File: config.mk
export PLATFORM = sky130hd
export DESIGN_NAME = sram_arbiter_ctrl
export DESIGN_NICKNAME = d
export VERILOG_FILES = /design/src/rtl/sram_arb_pkg.sv /design/src/rtl/sram_arb_grant.sv /design/src/rtl/sram_arbiter_ctrl.sv
export SDC_FILE = /design/constraint.sdc
export NUM_CORES = 1
export LEC_CHECK = 0
export ABC_AREA = 1
export BUFFER_PORTS_ARGS = -buffer_cell sky130_fd_sc_hd__buf_2
export CAP_MARGIN = 0
export CELL_PAD_IN_SITES_DETAIL_PLACEMENT = 0
export CELL_PAD_IN_SITES_GLOBAL_PLACEMENT = 1
export CORE_MARGIN = 5
export CORE_UTILIZATION = 36
export CTS_BUF_LIST = sky130_fd_sc_hd__clkbuf_4 sky130_fd_sc_hd__clkbuf_8 sky130_fd_sc_hd__clkbuf_16
export DETAILED_ROUTE_END_ITERATION = 6
export GPL_TIMING_DRIVEN = 0
export PLACE_DENSITY = 0.92
export RECOVER_POWER = 25
export SKIP_CTS_REPAIR_TIMING = 1
export SYNTH_ARGS = -nofsm -noshare
export SYNTH_HDL_FRONTEND = slang
export SYNTH_SLANG_ARGS = --single-unit
File: constraint.sdc
create_clock -name CLK -period 2.4 [get_ports CLK]
set_clock_uncertainty 0.2 [all_clocks]
set_input_delay 0.12 -clock CLK [delete_from_list [all_inputs] [get_ports CLK]]
set_output_delay 0.12 -clock CLK [all_outputs]
set_load 0.005 [all_outputs]
File: src/rtl/sram_arb_pkg.sv
// Shared types for the two-port external SRAM arbiter: state encoding, port ids,
// halfword-select values and the debug view of the controller.
package sram_arb_pkg;

   typedef logic [2:0] state_t;

   localparam logic [2:0] S_IDLE = 3'd0;
   localparam logic [2:0] S_LO   = 3'd1;
   localparam logic [2:0] S_GAP1 = 3'd2;
   localparam logic [2:0] S_HI   = 3'd3;
   localparam logic [2:0] S_GAP2 = 3'd4;
   localparam logic [2:0] S_RESP = 3'd5;

   typedef logic port_id_t;

   localparam port_id_t PORT0 = 1'b0;
   localparam port_id_t PORT1 = 1'b1;

   // Appended below the word address to form the SRAM halfword address.
   localparam logic HW_SEL_LO = 1'b0;
   localparam logic HW_SEL_HI = 1'b1;

   typedef struct packed {
      state_t   state;
      port_id_t last_grant;
   } sram_arb_dbg_t;

endpackage

File: src/rtl/sram_arb_grant.sv
// Grant decision between the two masters plus the last_grant history register.
// Build option: SRAM_ARB_ROUND_ROBIN_EN selects round-robin instead of fixed port-0 priority.
module sram_arb_grant
   import sram_arb_pkg::*;
(
   input  logic     CLK,
   input  logic     reset,
   input  logic     m0_valid,
   input  logic     m1_valid,
   input  logic     accept,
   output port_id_t gnt_port,
   output port_id_t last_grant
);

   always_comb begin
      gnt_port = PORT0;
`ifdef SRAM_ARB_ROUND_ROBIN_EN
      if (m0_valid && m1_valid)
         gnt_port = ~last_grant;
      else if (m1_valid)
         gnt_port = PORT1;
`else
      if (!m0_valid && m1_valid)
         gnt_port = PORT1;
`endif
   end

   always_ff @(posedge CLK) begin
      if (reset)
         last_grant <= PORT1;
      else if (accept)
         last_grant <= gnt_port;
   end

endmodule

File: src/rtl/sram_arbiter_ctrl.sv
// Two-port arbiter and sequencer for a 16-bit async SRAM: each 32-bit request becomes a
// timed low-half then high-half access. Build option SRAM_ARB_ROUND_ROBIN_EN (see sram_arb_grant).
module sram_arbiter_ctrl
   import sram_arb_pkg::*;
#(
   parameter int ADDR_W      = 18,
   parameter int WAIT_CYCLES = 2
) (
   input  logic              CLK,
   input  logic              reset,

   input  logic              m0_cmd_valid,
   output logic              m0_cmd_ready,
   input  logic              m0_cmd_write,
   input  logic [ADDR_W-2:0] m0_cmd_addr,
   input  logic [31:0]       m0_cmd_wdata,
   input  logic [3:0]        m0_cmd_mask,
   output logic              m0_rsp_valid,
   output logic [31:0]       m0_rsp_rdata,

   input  logic              m1_cmd_valid,
   output logic              m1_cmd_ready,
   input  logic              m1_cmd_write,
   input  logic [ADDR_W-2:0] m1_cmd_addr,
   input  logic [31:0]       m1_cmd_wdata,
   input  logic [3:0]        m1_cmd_mask,
   output logic              m1_rsp_valid,
   output logic [31:0]       m1_rsp_rdata,

   output logic [ADDR_W-1:0] sram_addr,
   input  logic [15:0]       sram_dat_read,
   output logic [15:0]       sram_dat_write,
   output logic              sram_dat_oe,
   output logic              sram_cs_n,
   output logic              sram_we_n,
   output logic              sram_oe_n,
   output logic              sram_lb_n,
   output logic              sram_ub_n,

   output sram_arb_dbg_t     dbg
);

   localparam int CNT_W = (WAIT_CYCLES > 1) ? $clog2(WAIT_CYCLES) : 1;
   localparam logic [CNT_W-1:0] CNT_LOAD = CNT_W'(WAIT_CYCLES - 1);

   state_t           state, next_state;
   logic [CNT_W-1:0] cnt, next_cnt;
   port_id_t         gnt_port, last_grant;
   logic             accept;

   logic              cmd_write;
   logic [ADDR_W-2:0] cmd_addr;
   logic [31:0]       cmd_wdata;
   logic [3:0]        cmd_mask;
   port_id_t          cmd_port;

   logic              src_write;
   logic [ADDR_W-2:0] src_addr;
   logic [31:0]       src_wdata;
   logic [3:0]        src_mask;

   logic [15:0]       rd_lo, rd_hi;

   logic [ADDR_W-1:0] n_addr;
   logic [15:0]       n_dat_write;
   logic              n_dat_oe, n_cs_n, n_we_n, n_oe_n, n_lb_n, n_ub_n;
   logic              hi_phase;

   sram_arb_grant u_grant (
      .CLK        (CLK),
      .reset      (reset),
      .m0_valid   (m0_cmd_valid),
      .m1_valid   (m1_cmd_valid),
      .accept     (accept),
      .gnt_port   (gnt_port),
      .last_grant (last_grant)
   );

   // Handshake: a command transfers on a rising edge where valid & ready are both high.
   // ready is only offered in IDLE, to the granted port, and never while reset is high.
   assign m0_cmd_ready = (state == S_IDLE) && !reset && m0_cmd_valid && (gnt_port == PORT0);
   assign m1_cmd_ready = (state == S_IDLE) && !reset && m1_cmd_valid && (gnt_port == PORT1);
   assign accept       = m0_cmd_ready || m1_cmd_ready;

   always_comb begin
      dbg.state      = state;
      dbg.last_grant = last_grant;
   end

   // On the accepting edge the LO-phase pins are built straight from the requester's fields.
   always_comb begin
      src_write = cmd_write;
      src_addr  = cmd_addr;
      src_wdata = cmd_wdata;
      src_mask  = cmd_mask;
      if (accept) begin
         if (gnt_port == PORT1) begin
            src_write = m1_cmd_write;
            src_addr  = m1_cmd_addr;
            src_wdata = m1_cmd_wdata;
            src_mask  = m1_cmd_mask;
         end else begin
            src_write = m0_cmd_write;
            src_addr  = m0_cmd_addr;
            src_wdata = m0_cmd_wdata;
            src_mask  = m0_cmd_mask;
         end
      end
   end

   always_comb begin
      next_state = state;
      next_cnt   = cnt;
      case (state)
         S_IDLE: if (accept) begin
            next_state = S_LO;
            next_cnt   = CNT_LOAD;
         end
         S_LO: if (cnt == '0) next_state = S_GAP1;
               else           next_cnt   = cnt - 1'b1;
         S_GAP1: begin
            next_state = S_HI;
            next_cnt   = CNT_LOAD;
         end
         S_HI: if (cnt == '0) next_state = S_GAP2;
               else           next_cnt   = cnt - 1'b1;
         S_GAP2:  next_state = S_RESP;
         S_RESP:  next_state = S_IDLE;
         default: next_state = S_IDLE;
      endcase
   end

   // Pin values are computed for the state being entered so they are registered outputs.
   always_comb begin
      n_addr      = sram_addr;
      n_dat_write = sram_dat_write;
      n_dat_oe    = sram_dat_oe;
      n_cs_n      = 1'b1;
      n_we_n      = 1'b1;
      n_oe_n      = 1'b1;
      n_lb_n      = 1'b1;
      n_ub_n      = 1'b1;
      hi_phase    = (next_state == S_HI);
      case (next_state)
         S_LO, S_HI: begin
            n_addr = {src_addr, hi_phase ? HW_SEL_HI : HW_SEL_LO};
            n_cs_n = 1'b0;
            if (src_write) begin
               n_dat_oe    = 1'b1;
               n_dat_write = hi_phase ? src_wdata[31:16] : src_wdata[15:0];
               n_we_n      = 1'b0;
               n_lb_n      = ~(hi_phase ? src_mask[2] : src_mask[0]);
               n_ub_n      = ~(hi_phase ? src_mask[3] : src_mask[1]);
            end else begin
               n_dat_oe = 1'b0;
               n_oe_n   = 1'b0;
               n_lb_n   = 1'b0;
               n_ub_n   = 1'b0;
            end
         end
         S_GAP1, S_GAP2: begin
            n_cs_n = 1'b0;
            n_lb_n = sram_lb_n;
            n_ub_n = sram_ub_n;
         end
         default: n_dat_oe = 1'b0;
      endcase
   end

   always_ff @(posedge CLK) begin
      if (reset) begin
         state          <= S_IDLE;
         cnt            <= '0;
         cmd_write      <= 1'b0;
         cmd_addr       <= '0;
         cmd_wdata      <= '0;
         cmd_mask       <= '0;
         cmd_port       <= PORT0;
         rd_lo          <= '0;
         rd_hi          <= '0;
         sram_addr      <= '0;
         sram_dat_write <= '0;
         sram_dat_oe    <= 1'b0;
         sram_cs_n      <= 1'b1;
         sram_we_n      <= 1'b1;
         sram_oe_n      <= 1'b1;
         sram_lb_n      <= 1'b1;
         sram_ub_n      <= 1'b1;
         m0_rsp_valid   <= 1'b0;
         m1_rsp_valid   <= 1'b0;
         m0_rsp_rdata   <= '0;
         m1_rsp_rdata   <= '0;
      end else begin
         state          <= next_state;
         cnt            <= next_cnt;
         sram_addr      <= n_addr;
         sram_dat_write <= n_dat_write;
         sram_dat_oe    <= n_dat_oe;
         sram_cs_n      <= n_cs_n;
         sram_we_n      <= n_we_n;
         sram_oe_n      <= n_oe_n;
         sram_lb_n      <= n_lb_n;
         sram_ub_n      <= n_ub_n;
         if (accept) begin
            cmd_write <= src_write;
            cmd_addr  <= src_addr;
            cmd_wdata <= src_wdata;
            cmd_mask  <= src_mask;
            cmd_port  <= gnt_port;
         end
         if (state == S_LO && cnt == '0 && !cmd_write) rd_lo <= sram_dat_read;
         if (state == S_HI && cnt == '0 && !cmd_write) rd_hi <= sram_dat_read;
         m0_rsp_valid <= (state == S_GAP2) && (cmd_port == PORT0);
         m1_rsp_valid <= (state == S_GAP2) && (cmd_port == PORT1);
         if (state == S_GAP2 && !cmd_write) begin
            if (cmd_port == PORT1) m1_rsp_rdata <= {rd_hi, rd_lo};
            else                   m0_rsp_rdata <= {rd_hi, rd_lo};
         end
      end
   end

endmodule
## Word-level counts from Yosys, hierarchy flattened

Index checks and enable logic that the tools add are counted.

| cells by class | value |
|---|---|
| $add $sub $neg | 1 |
| eq/ne operators | 9 |
| multiplexer cells | 28 |
| bitwise gates (word level) | 6 |
| reduce and logical (&&, ||, !) cells | 28 |

Operator list:

| operator | count |
|---|---|
| two-way mux 32 bit | 2 |
| two-way mux 17 bit | 2 |
| two-way mux 16 bit | 1 |
| case mux 3 bit (5 select lines) | 1 |
| logical AND 1 bit | 13 |
| two-way mux 1 bit | 13 |
| == test 3 x 2 -> 1 bit, second input constant | 4 |
| two-way mux 3 bit | 3 |
| two-way mux 4 bit | 2 |
| AND reduction 2 bit | 4 |
| OR reduction 2 bit | 4 |
| == test 3 x 1 -> 1 bit, second input constant | 2 |
| == test 3 bit, second input constant | 2 |
| inverter 1 bit | 6 |
| case mux 1 bit (2 select lines) | 3 |
| OR reduction 4 bit | 1 |
| logical NOT 1 bit | 3 |
| logical NOT 3 bit | 1 |
| case mux 1 bit (3 select lines) | 1 |
| nonzero test 3 bit | 1 |
| inequality test 2 bit, second input constant | 1 |
| logical OR 1 bit | 1 |
| subtractor 1 bit, second input constant | 1 |

| storage, ports and cells | value |
|---|---|
| flip-flop bits (word level) | 198 |
| bits of input ports | 128 |
| output and inout bits | 112 |
| logic and storage cells | 94 |

## Depth between registers and ports, before layout

Gate-level depths: netlist of run 1.

| logic depth | value |
|---|---|
| word-level depth | 13 |
| depth in mapped cells | 12 |
| depth with buffers taken out | 10 |

## Cells and area by module

Synthesis of run 1 repeated with hierarchy kept, for this count alone.

| unflattened totals | value |
|---|---|
| cell total of the unflattened synthesis | 1140 |
| area, all modules | 8298.0 sq um |

By module, submodules not included:

| module | instances | cells an instance | area each (sq um) | seq. area each (sq um) |
|---|---|---|---|---|
| sram_arbiter_ctrl | 1 | 1131 | 8245.4 | 3943.8 |
| sram_arb_grant | 1 | 9 | 52.6 | 20.0 |

## Worst setup path after synthesis of run 1

No wires, ideal clock.

| timing | value |
|---|---|
| kind | register to register |
| start | register state[1] |
| end | register m1_rsp_rdata[22] |
| library setup time | 119 ps |
| arrival | 1433 ps |
| data required time | 2081 ps |
| setup slack | 648 ps |
| stages on the path, launching flop included | 10 |
| path buffers | 3 |
| period minus slack after synthesis | 1752 ps |
| cell sequence | dfxtp_1 -> buf_4 -> nor2_8 -> nand2_2 -> inv_2 -> nand3_1 -> inv_2 -> buf_2 -> buf_2 -> a21oi_1 |

| on the way | value |
|---|---|
| cells in the longest elaborated chain, start to end | 3 |

Ends and longest elaborated chain:

| element | line | RTL |
|---|---|---|
| start: declaration | sram_arbiter_ctrl.sv:46 | `state_t state, next_state;` |
| start signal: assignment | sram_arbiter_ctrl.sv:194 | `state <= next_state;` |
| == test 3 bit | sram_arbiter_ctrl.sv:215 | `if (state == S_GAP2 && !cmd_write) begin` |
| logical AND 1 bit | sram_arbiter_ctrl.sv:215 |  |
| AND reduction 2 bit (no line) | -- |  |
| end signal: assignment | sram_arbiter_ctrl.sv:216 | `if (cmd_port == PORT1) m1_rsp_rdata <= {rd_hi, rd_lo};` |
| end: declaration | sram_arbiter_ctrl.sv:28 | `output logic [31:0] m1_rsp_rdata,` |

No other way between the ends.
A chain may end at the register's enable or synchronous reset.

## Worst setup path after layout of run 1

| timing | value |
|---|---|
| start | register state[1] |
| end | register sram_addr[3] |

| on the way | value |
|---|---|
| cells in the longest elaborated chain, start to end | 9 |
| elaborated cells on any way between the ends | 19 |
| classes of those cells | eq/ne: 6; mux: 5; reduce/logical: 8 |

Ends and longest elaborated chain:

| element | line | RTL |
|---|---|---|
| logical NOT 3 bit | sram_arbiter_ctrl.sv:81, sram_arbiter_ctrl.sv:82, sram_arbiter_ctrl.sv:114 |  |
| logical AND 1 bit | sram_arbiter_ctrl.sv:81, sram_arbiter_ctrl.sv:82 |  |
| logical AND 1 bit, on equally long branches (2 in a row) | sram_arbiter_ctrl.sv:81, sram_arbiter_ctrl.sv:82 |  |
| logical OR 1 bit | sram_arbiter_ctrl.sv:83 | `assign accept = m0_cmd_ready \|\| m1_cmd_ready;` |
| two-way mux 3 bit | sram_arbiter_ctrl.sv:115 | `S_IDLE: if (accept) begin` |
| case mux 3 bit (5 select lines) | sram_arbiter_ctrl.sv:114 | `case (state)` |
| == test 3 x 2 -> 1 bit / == test 3 x 1 -> 1 bit (equally long branches) | sram_arbiter_ctrl.sv:144 | `case (next_state)` |
| OR reduction 2 bit | sram_arbiter_ctrl.sv:144 |  |
| end signal: assignment | sram_arbiter_ctrl.sv:196 | `sram_addr <= n_addr;` |
| end: declaration | sram_arbiter_ctrl.sv:30 | `output logic [ADDR_W-1:0] sram_addr,` |

Several ways; a longest one is shown, not always the timed one.

==> reports/metrics.csv, run 1 <==
metric;value;unit
synthAdderAreaFrac;0;%
root_buffer;clkbuf_16;
synthXorXnorAreaFrac;0;%
critPathKind;reg -> reg;
powerDensity;860;nW/um^2
synth_mux_area_share;0;%
ys_seq_area_share;49.2;%
worst_hold_slack;-0.0615;ns
yosys.cell_count.top_type;nand2_1;
hold_start;m1_cmd_addr[0];
std_cell_rows;54;
ant_nets;0;
cp-end-kind;flip-flop;
path_clk_slew;0.08;ns
synth_seq_cells;198;
post-dp-hpwl;20.0;mm
wirelength;27.2;mm
h-tree-depth;4;
tritoncts;yes;
synth_edf_count;0;
via_count;8633;
grt_first_pass_wirelength;41.2;mm
synthSimpleGateAreaFrac;29.8;%
synthTopCellsByCount;nand2_1, dfxtp_1, nor2_1;
synth_top_family_by_area;simple AND/OR/NAND/NOR gates;
status;finished with violations;
port-buffer-count;239;
fmax;0.459;GHz
total_leakage_power;5.13;nW
drive_gt1_share;18.8;%
via_per_inst;4.81;
worst_pin_slew;0.693;ns
synth_area;8060;um^2
min_delay_path_depth;5;
grt_pass1_vias;7894;
die_width;160;um
place_congestion;0.843;
rr_worst_depth;10;
final_cell_area;11100;um^2
startpoint_type;flip-flop;
routedWlPerCell;15.2;um
synth_top_area_share;49.2;%
cp_max_fo;10;
grt_usage;20.1;%
seq_area;3960;um^2
r2r_start;state[1];
cts.sinks;198;
rrSetupSlack;0.22;ns
start_util;36.7;%
fin_cells;1795;
crit_arrival;2.32;ns
final-hold-violation-count;16;
yosysWarnings;0;
ir_drop;0.486;mV
postSynthAreaPerCell;7.02;um^2
clock_latency;0.44;ns
synth_compound_gate_area_share;13.4;%
yosys_most_used_dff;dfxtp_1;
syn_to_final_growth;38.1;%
die_area;25500;um^2
drt_first_pass_iters;6;
drv_cap;0;
nets;1629;
slew-limit-headroom;53.8;%
ys_types;26;
period_share;90.8;%
holdPathEnd;cmd_addr[0];
setup_viol;0;
syn_nets;1275;
fillCellCount;2173;
clock_path_buffers;2;
synth_top_area_cell;dfxtp_1;
core;22000;um^2
grt_max_degree;23;
synthTopCellsByArea;dfxtp_1, nand2_1, nor2_1, a21oi_1, nand3_1;
grt_antenna_before_repair;2;
hp-class;in -> reg;
rsz0062_at_grt;false;
postSynth.asyncResetShare;0;%
ios;240;
required;2.54;ns
grt_overflow;0;
violations;hold timing;
drv_slew;0;
drc_errors;0;
tns;0;ns
cts_made_buffers;17;
placed_area;9600;um^2
dp.cells;1666;
r2r-end;sram_addr[3];
drtIter0Drc;615;
synthCells;1147;
multi_input_area;3490;um^2
die-height;160;um
timing.final.crit_period;2.18;ns
worst max-delay path by stage:
stage | startpoint | end | cells past startpoint
after floorplan | state[1] | m1_rsp_rdata[22] | 9
after global placement | reset | sram_dat_write[7] | 7
after detailed placement | reset | sram_dat_write[2] | 7
after CTS | state[0] | rd_lo[7] | 6
after global routing | state[2] | sram_addr[3] | 9
final | state[1] | sram_addr[3] | 10
where the power goes:
part	internal [mW]	switching, mW
registers	3.73	0.210
clock network	1.43	1.50
logic	1.02	1.68
total	6.18	3.39
through the flow:
stage | setup WS [ns] | utilization (%) | total power [mW]
after floorplan | 0.648 | - | 5.66
after global placement | 0.152 | 43.7 | 6.55
after detailed placement | 0.0799 | 43.7 | 6.59
after CTS | 0.222 | 46.5 | 9.53
after global routing | 0.00850 | 50.7 | 10.2
final | 0.220 | 50.7 | 9.57
metal layers:
layer	track usage, %	wire, um	vias up
li1	-	-	4362
met1	25.0	11500	3908
met2	32.9	12600	306
met3	6.60	2430	55
met4	6.47	721	2
met5	0	13	-
logic make-up after synthesis:
logic type             Yosys count
and+or+nand+nor                591
AOI/OAI and AO/OA              213
DFF                            198
buffers and inverters          145
critical path, stage by stage, from the launching register on:
cell and delay (ns):
dfxtp_1 0.32, buf_4 0.18, nor2_8 0.15, nand3_2 0.18
nand2_2 0.22, buf_2 0.28, o21ai_0 0.20, o21ai_0 0.15
nand2_1 0.08, nand2_1 0.06, nor2_1 0.04
cells in the final DEF, fill, tap and decap left out, drive strengths merged, types with 18 or more instances in the layout:
master and n:
nand2 326, buf 234, dfxtp 198, nor2 184, a21oi 118, dlygate4sd3 96, clkbuf 95, o21ai 92
nand3 80, inv 68, clkinv 18
state kept, by name, summed over array words and instances (netlist names), 3 cells and up:
name            count
m1_rsp_rdata       32
rd_hi              16
m0_rsp_rdata       32
rd_lo              16
sram_dat_write     16
sram_addr          18
cmd_addr           17
cmd_wdata          32
cmd_mask            4
state               3
layout make-up:
cell class                 instances  area share, %
buffer                            73           3.04
sequential                       198           35.6
clock buffer                      17           3.82
timing repair buffer             335           18.9
tap                              280           3.15
antenna                            1         0.0225
clock inverter                    15           1.73
inverter                          72           2.43
multi-input combinational        804           31.3
Note: power is estimated with default switching activity, not from simulation.
==> run 2: changes to the inputs <==
==> constraint.sdc (replaced) <==
create_clock -name CLK -period 2.3 [get_ports CLK]
set_clock_uncertainty 0.2 [all_clocks]
set_input_delay 0.115 -clock CLK [delete_from_list [all_inputs] [get_ports CLK]]
set_output_delay 0.115 -clock CLK [all_outputs]
set_load 0.005 [all_outputs]
==> reports/metrics.csv, run 2 (synthesized netlist as in run 1, its figures left out) <==
metric;value;unit;change
status;finished with violations;;
violations;hold timing;;
grt_pass1_vias;7894;;unchanged
cts.sinks;198;;unchanged
crit_buf_inv;1;;-1
via_per_inst;4.79;;-0.37%
via_count;8601;;-0.37%
cp_common_cell;nand2_1;;
ios;240;;unchanged
grt_antenna_before_repair;2;;unchanged
layout_commonest_cell;nand2_1;;
grt_first_pass_wirelength;41.2;mm;unchanged
fin_cells;1795;;unchanged
core;22000;um^2;unchanged
drv_cap;0;;unchanged
post-dp-hpwl;20.0;mm;unchanged
die_width;160;um;unchanged
final-hold-violation-count;16;;unchanged
required;2.42;ns;-0.12 ns
routedWlPerCell;15.2;um;about the same
rrSetupSlack;0.16;ns;-0.06 ns
utilization;50.7;%;+0.068 points
drive_gt1_share;19.0;%;+0.20 points
max_stage_delay;0.51;ns;+0.19 ns
tritoncts;yes;;
hp-class;in -> reg;;
cts_made_buffers;17;;unchanged
drt_first_pass_iters;5;;-1
cp-end-kind;flip-flop;;
worst_pin_slew;0.690;ns;-0.00290 ns
nets;1629;;unchanged
ant_nets;0;;unchanged
dp.cells;1666;;unchanged
crit_chain;nand3_1 > nor2_2 > nand2_1 > buf_2 > nand2_1 > a21oi_1;;
die_area;25500;um^2;unchanged
start_util;36.7;%;unchanged
period_share;92.9;%;+2.1 points
crit_arrival;2.25;ns;-0.07 ns
grt_max_degree;23;;unchanged
hold_start;m1_cmd_addr[0];;
path_clk_slew;0.09;ns;about the same
rr_worst_depth;6;;-4
critPathKind;reg -> reg;;
crit_slowest_cell;dfxtp_1;;
clock_latency;0.44;ns;about the same
grt_overflow;0;;unchanged
std_cell_rows;54;;unchanged
ir_drop;0.511;mV;+5.1%
grt_usage;20.1;%;unchanged
tns;0;ns;unchanged
min_delay_path_depth;5;;unchanged
wirelength;27.2;mm;about the same
cpLargestDelayFamily;simple AND/OR/NAND/NOR gates;;
startpoint_type;flip-flop;;
drc_errors;0;;unchanged
r2r_start;state[0];;
setup_viol;0;;unchanged
final_cell_mix;nand2_1, buf_2, dfxtp_1, nor2_1, a21oi_1;;
h-tree-depth;4;;unchanged
die-height;160;um;unchanged
cp_max_fo;10;;unchanged
drtIter0Drc;634;;+3.1%
reg_top3;cmd_wdata (32), m0_rsp_rdata (32), m1_rsp_rdata (32);;
timing.final.crit_period;2.14;ns;-0.0432 ns
dp_slack;-0.0151;ns;-0.0950 ns
drv_slew;0;;unchanged
total_leakage_power;5.14;nW;+0.16%
powerDensity;898;nW/um^2;+4.4%
clock_path_buffers;2;;unchanged
r2r-end;rd_lo[7];;
worst_hold_slack;-0.0717;ns;-0.0102 ns
syn_to_final_growth;38.3;%;
root_buffer;clkbuf_16;;
slew-limit-headroom;54.0;%;+0.19 points
holdPathEnd;cmd_addr[0];;
layout_setup_ws;0.164;ns;-0.0568 ns
fmax;0.468;GHz;+2.0%
port-buffer-count;239;;unchanged
place_congestion;0.843;;unchanged
run 2: changes by cell type in the layout (fill, tap and decap cells not counted):
cell / delta
clkbuf_1: -2
clkbuf_2: +1
clkbuf_4: +1
nand2_2: -1
nand2_4: +1
nand3_1: -1
nand3_2: +1
run 2: how the worst max path moves through the flow:
stage,end,slack (ns),depth (start not counted),startpoint
final,rd_lo[7],0.16,6,state[0]
after global routing,sram_dat_write[8],-0.001,10,state[2]
after CTS,rd_lo[7],0.12,6,state[0]
after detailed placement,sram_dat_write[2],-0.02,7,reset
after global placement,sram_dat_write[7],0.06,7,reset
after floorplan,m1_rsp_rdata[22],0.55,9,state[1]
run 2: report_power, final:
part | total, mW | switching, mW | internal, mW
logic | 2.82 | 1.75 | 1.07
clock network | 3.08 | 1.58 | 1.50
registers | 4.11 | 0.219 | 3.90
run 2: area by class of cell:
class | count | area, um^2
plain buffers | 73 | 342
clock inverters | 15 | 193
repair buffers | 335 | 2100
flip-flops and latches | 198 | 3960
inverters | 72 | 270
diodes | 1 | 2.50
well taps | 280 | 350
fillers | 2169 | 10800
multi-input cells | 804 | 3500
clock buffers | 17 | 425
run 2: worst reg2reg max path, cell delays in order (launching register included):
cell and delay [ns]:
dfxtp_1 0.51, nand3_1 0.22, nor2_2 0.38, nand2_1 0.30, buf_2 0.27, nand2_1 0.08, a21oi_1 0.06
run 2: per-stage QoR:
stage / hold WS, ns / power, mW / area [um^2]
after floorplan: 0.0799 / 5.91 / 8060
after global placement: 0.212 / 6.84 / 9600
after detailed placement: 0.218 / 6.88 / 9600
after CTS: -0.264 / 9.94 / 10200
after global routing: 0.000835 / 10.7 / 11100
final: -0.0717 / 10.0 / 11100
run 2: routing by layer:
metal / global-route usage [%] / up-vias / wire length (um)
li1: - / 4358 / -
met1: 25.0 / 3891 / 11700
met2: 32.9 / 296 / 12500
met3: 6.60 / 54 / 2280
met4: 6.47 / 2 / 716
met5: 0 / - / 13
==> run 3: changes to the inputs <==
--- a/config.mk
+++ b/config.mk
@@ -17,6 +17,7 @@
 export GPL_TIMING_DRIVEN = 0
 export PLACE_DENSITY = 0.92
 export RECOVER_POWER = 25
+export SETUP_SLACK_MARGIN = 0.2
 export SKIP_CTS_REPAIR_TIMING = 1
 export SYNTH_ARGS = -nofsm -noshare
 export SYNTH_HDL_FRONTEND = slang
==> reports/metrics.csv, run 3 (synthesized netlist as in run 1, its figures left out) <==
metric;value;unit;change
reg_top3;cmd_wdata (32), m0_rsp_rdata (32), m1_rsp_rdata (32);;
crit_path_start;m0_cmd_valid;;
rr_worst_depth;9;;+3
rrSetupSlack;0.30;ns;+0.14 ns
dp_slack;-0.0151;ns;unchanged
powerDensity;895;nW/um^2;-0.34%
fillCellCount;2159;;-0.46%
r2r-end;sram_dat_write[8];;
hold_start;m1_cmd_addr[0];;
use_met2;32.9;%;unchanged
ant_nets;0;;unchanged
clkPwrFrac;30.4;%;-0.3 points
busiest_layer;met2;;
rsz0062_at_grt;true;;
nets;1633;;+0.25%
multi_input_area;3530;um^2;+1.0%
drv_cap;0;;unchanged
worst_pin_slew;0.704;ns;+0.0141 ns
fmax;0.496;GHz;+6.0%
crit_arrival;2.20;ns;-0.05 ns
critPathKind;in -> reg;;
grt_pass1_vias;7894;;unchanged
status;finished with violations;;
ios;240;;unchanged
p_int;6.51;mW;+0.75%
tritoncts;yes;;
cts_made_buffers;17;;unchanged
drt_first_pass_iters;6;;+1
grt_antenna_before_repair;2;;unchanged
final_cell_mix;nand2_1, buf_2, dfxtp_1, nor2_1, a21oi_1;;
startpoint_type;primary input;;
setup_viol;0;;unchanged
placed_area;9600;um^2;unchanged
timing.final.crit_period;2.02;ns;-0.120 ns
syn_to_final_growth;39.6;%;
ir_drop;0.509;mV;-0.50%
grt_use_met1;25.0;%;unchanged
root_buffer;clkbuf_16;;
cp_max_fo;10;;unchanged
std_cell_rows;54;;unchanged
layout_commonest_cell;nand2_1;;
p_sw_share;35.4;%;-0.089 points
die-height;160;um;unchanged
grt_usage;20.1;%;unchanged
violations;hold timing;;
holdPathEnd;cmd_addr[0];;
slew-limit-headroom;53.1;%;-0.94 points
grt_max_degree;23;;unchanged
start_util;36.7;%;unchanged
fin_cells;1799;;+0.22%
clock_path_buffers;2;;unchanged
routedWlPerCell;15.3;um;+0.74%
cts.sinks;198;;unchanged
post-dp-hpwl;20.0;mm;unchanged
required;2.48;ns;+0.06 ns
total_leakage_power;5.17;nW;+0.69%
die_width;160;um;unchanged
layout_setup_ws;0.284;ns;+0.120 ns
grt_overflow;0;;unchanged
r2r_start;state[2];;
power_frac_seq;40.9;%;-0.2 points
grt_util_met3;6.60;%;unchanged
drive_gt1_share;19.5;%;+0.54 points
place_congestion;0.843;;unchanged
h-tree-depth;4;;unchanged
cp-end-kind;flip-flop;;
path_clk_slew;0.08;ns;about the same
min_delay_path_depth;5;;unchanged
utilization;51.2;%;+0.48 points
via_count;8664;;+0.73%
hp-class;in -> reg;;
drv_slew;0;;unchanged
worst_hold_slack;-0.0646;ns;+0.00706 ns
p_comb_share;28.7;%;+0.5 points
p_sw;3.57;mW;+0.36%
period_share;87.7;%;-5.2 points
drtIter0Drc;617;;-2.7%
grt_first_pass_wirelength;41.2;mm;unchanged
dp.cells;1666;;unchanged
final_cell_area;11200;um^2;+0.95%
via_per_inst;4.82;;+0.51%
clock_latency;0.44;ns;about the same
drc_errors;0;;unchanged
final-hold-violation-count;18;;+2
core;22000;um^2;unchanged
port-buffer-count;239;;unchanged
wirelength;27.5;mm;+0.97%
die_area;25500;um^2;unchanged
seq_area;3970;um^2;about the same
[run 3: cell count changes in the layout (fill, tap and decap cells not counted), sizes merged]
cell / previous run / this run
buf: 234 / 225
clkbuf: 95 / 107
dlygate4sd3: 96 / 97
[run 3: layer usage]
layer | wire (um) | part of all wire (%)
met1 | 11600 | 42
met2 | 12800 | 47
met3 | 2460 | 8.9
met4 | 621 | 2.3
met5 | 13 | 0.047
[run 3: layout make-up]
| class | count | share of cell area, % |
|---|---|---|
| antenna | 1 | 0.0222 |
| buffer | 73 | 3.35 |
| clock buffer | 17 | 3.78 |
| clock inverter | 15 | 1.71 |
| inverter | 72 | 2.42 |
| multi-input combinational | 804 | 31.4 |
| sequential | 198 | 35.3 |
| tap | 280 | 3.11 |
| timing repair buffer | 339 | 19.0 |
[run 3: power groups by stage]
| stage | Sequential [mW] | Clock, mW | Combinational (mW) |
|---|---|---|---|
| 2_1_floorplan | 4.18 | 0 | 1.73 |
| 3_3_place_gp | 4.17 | 0 | 2.67 |
| 3_5_place_dp | 4.19 | 0 | 2.69 |
| 4_1_cts | 4.11 | 3.13 | 2.70 |
| 5_1_grt | 4.17 | 3.28 | 3.29 |
| 6_report | 4.12 | 3.06 | 2.89 |
[run 3: worst max-delay path by stage]
stage,to
global placement,sram_dat_write[7]
global route,rd_hi[7]
floorplan,m1_rsp_rdata[22]
detailed placement,sram_dat_write[2]
CTS,rd_lo[7]
finish,sram_dat_write[8]
[run 3: per-stage QoR]
| step | setup TNS (ns) | total power [mW] |
|---|---|---|
| floorplan | 0 | 5.91 |
| global placement | 0 | 6.84 |
| detailed placement | -0.0331 | 6.88 |
| CTS | 0 | 9.94 |
| global route | 0 | 10.7 |
| finish | 0 | 10.1 |
[run 3: worst max-delay path, stage by stage]
cell,delay (ns)
buf_2,0.15
nor2_4,0.23
clkbuf_1,0.50
nand2_1,0.10
nand2_1,0.10
dlygate4sd3_1,0.57
nand2_1,0.08
nand3_1,0.08
nand2_1,0.05
nand2_1,0.07
clkinv_1,0.06
nor2_1,0.09
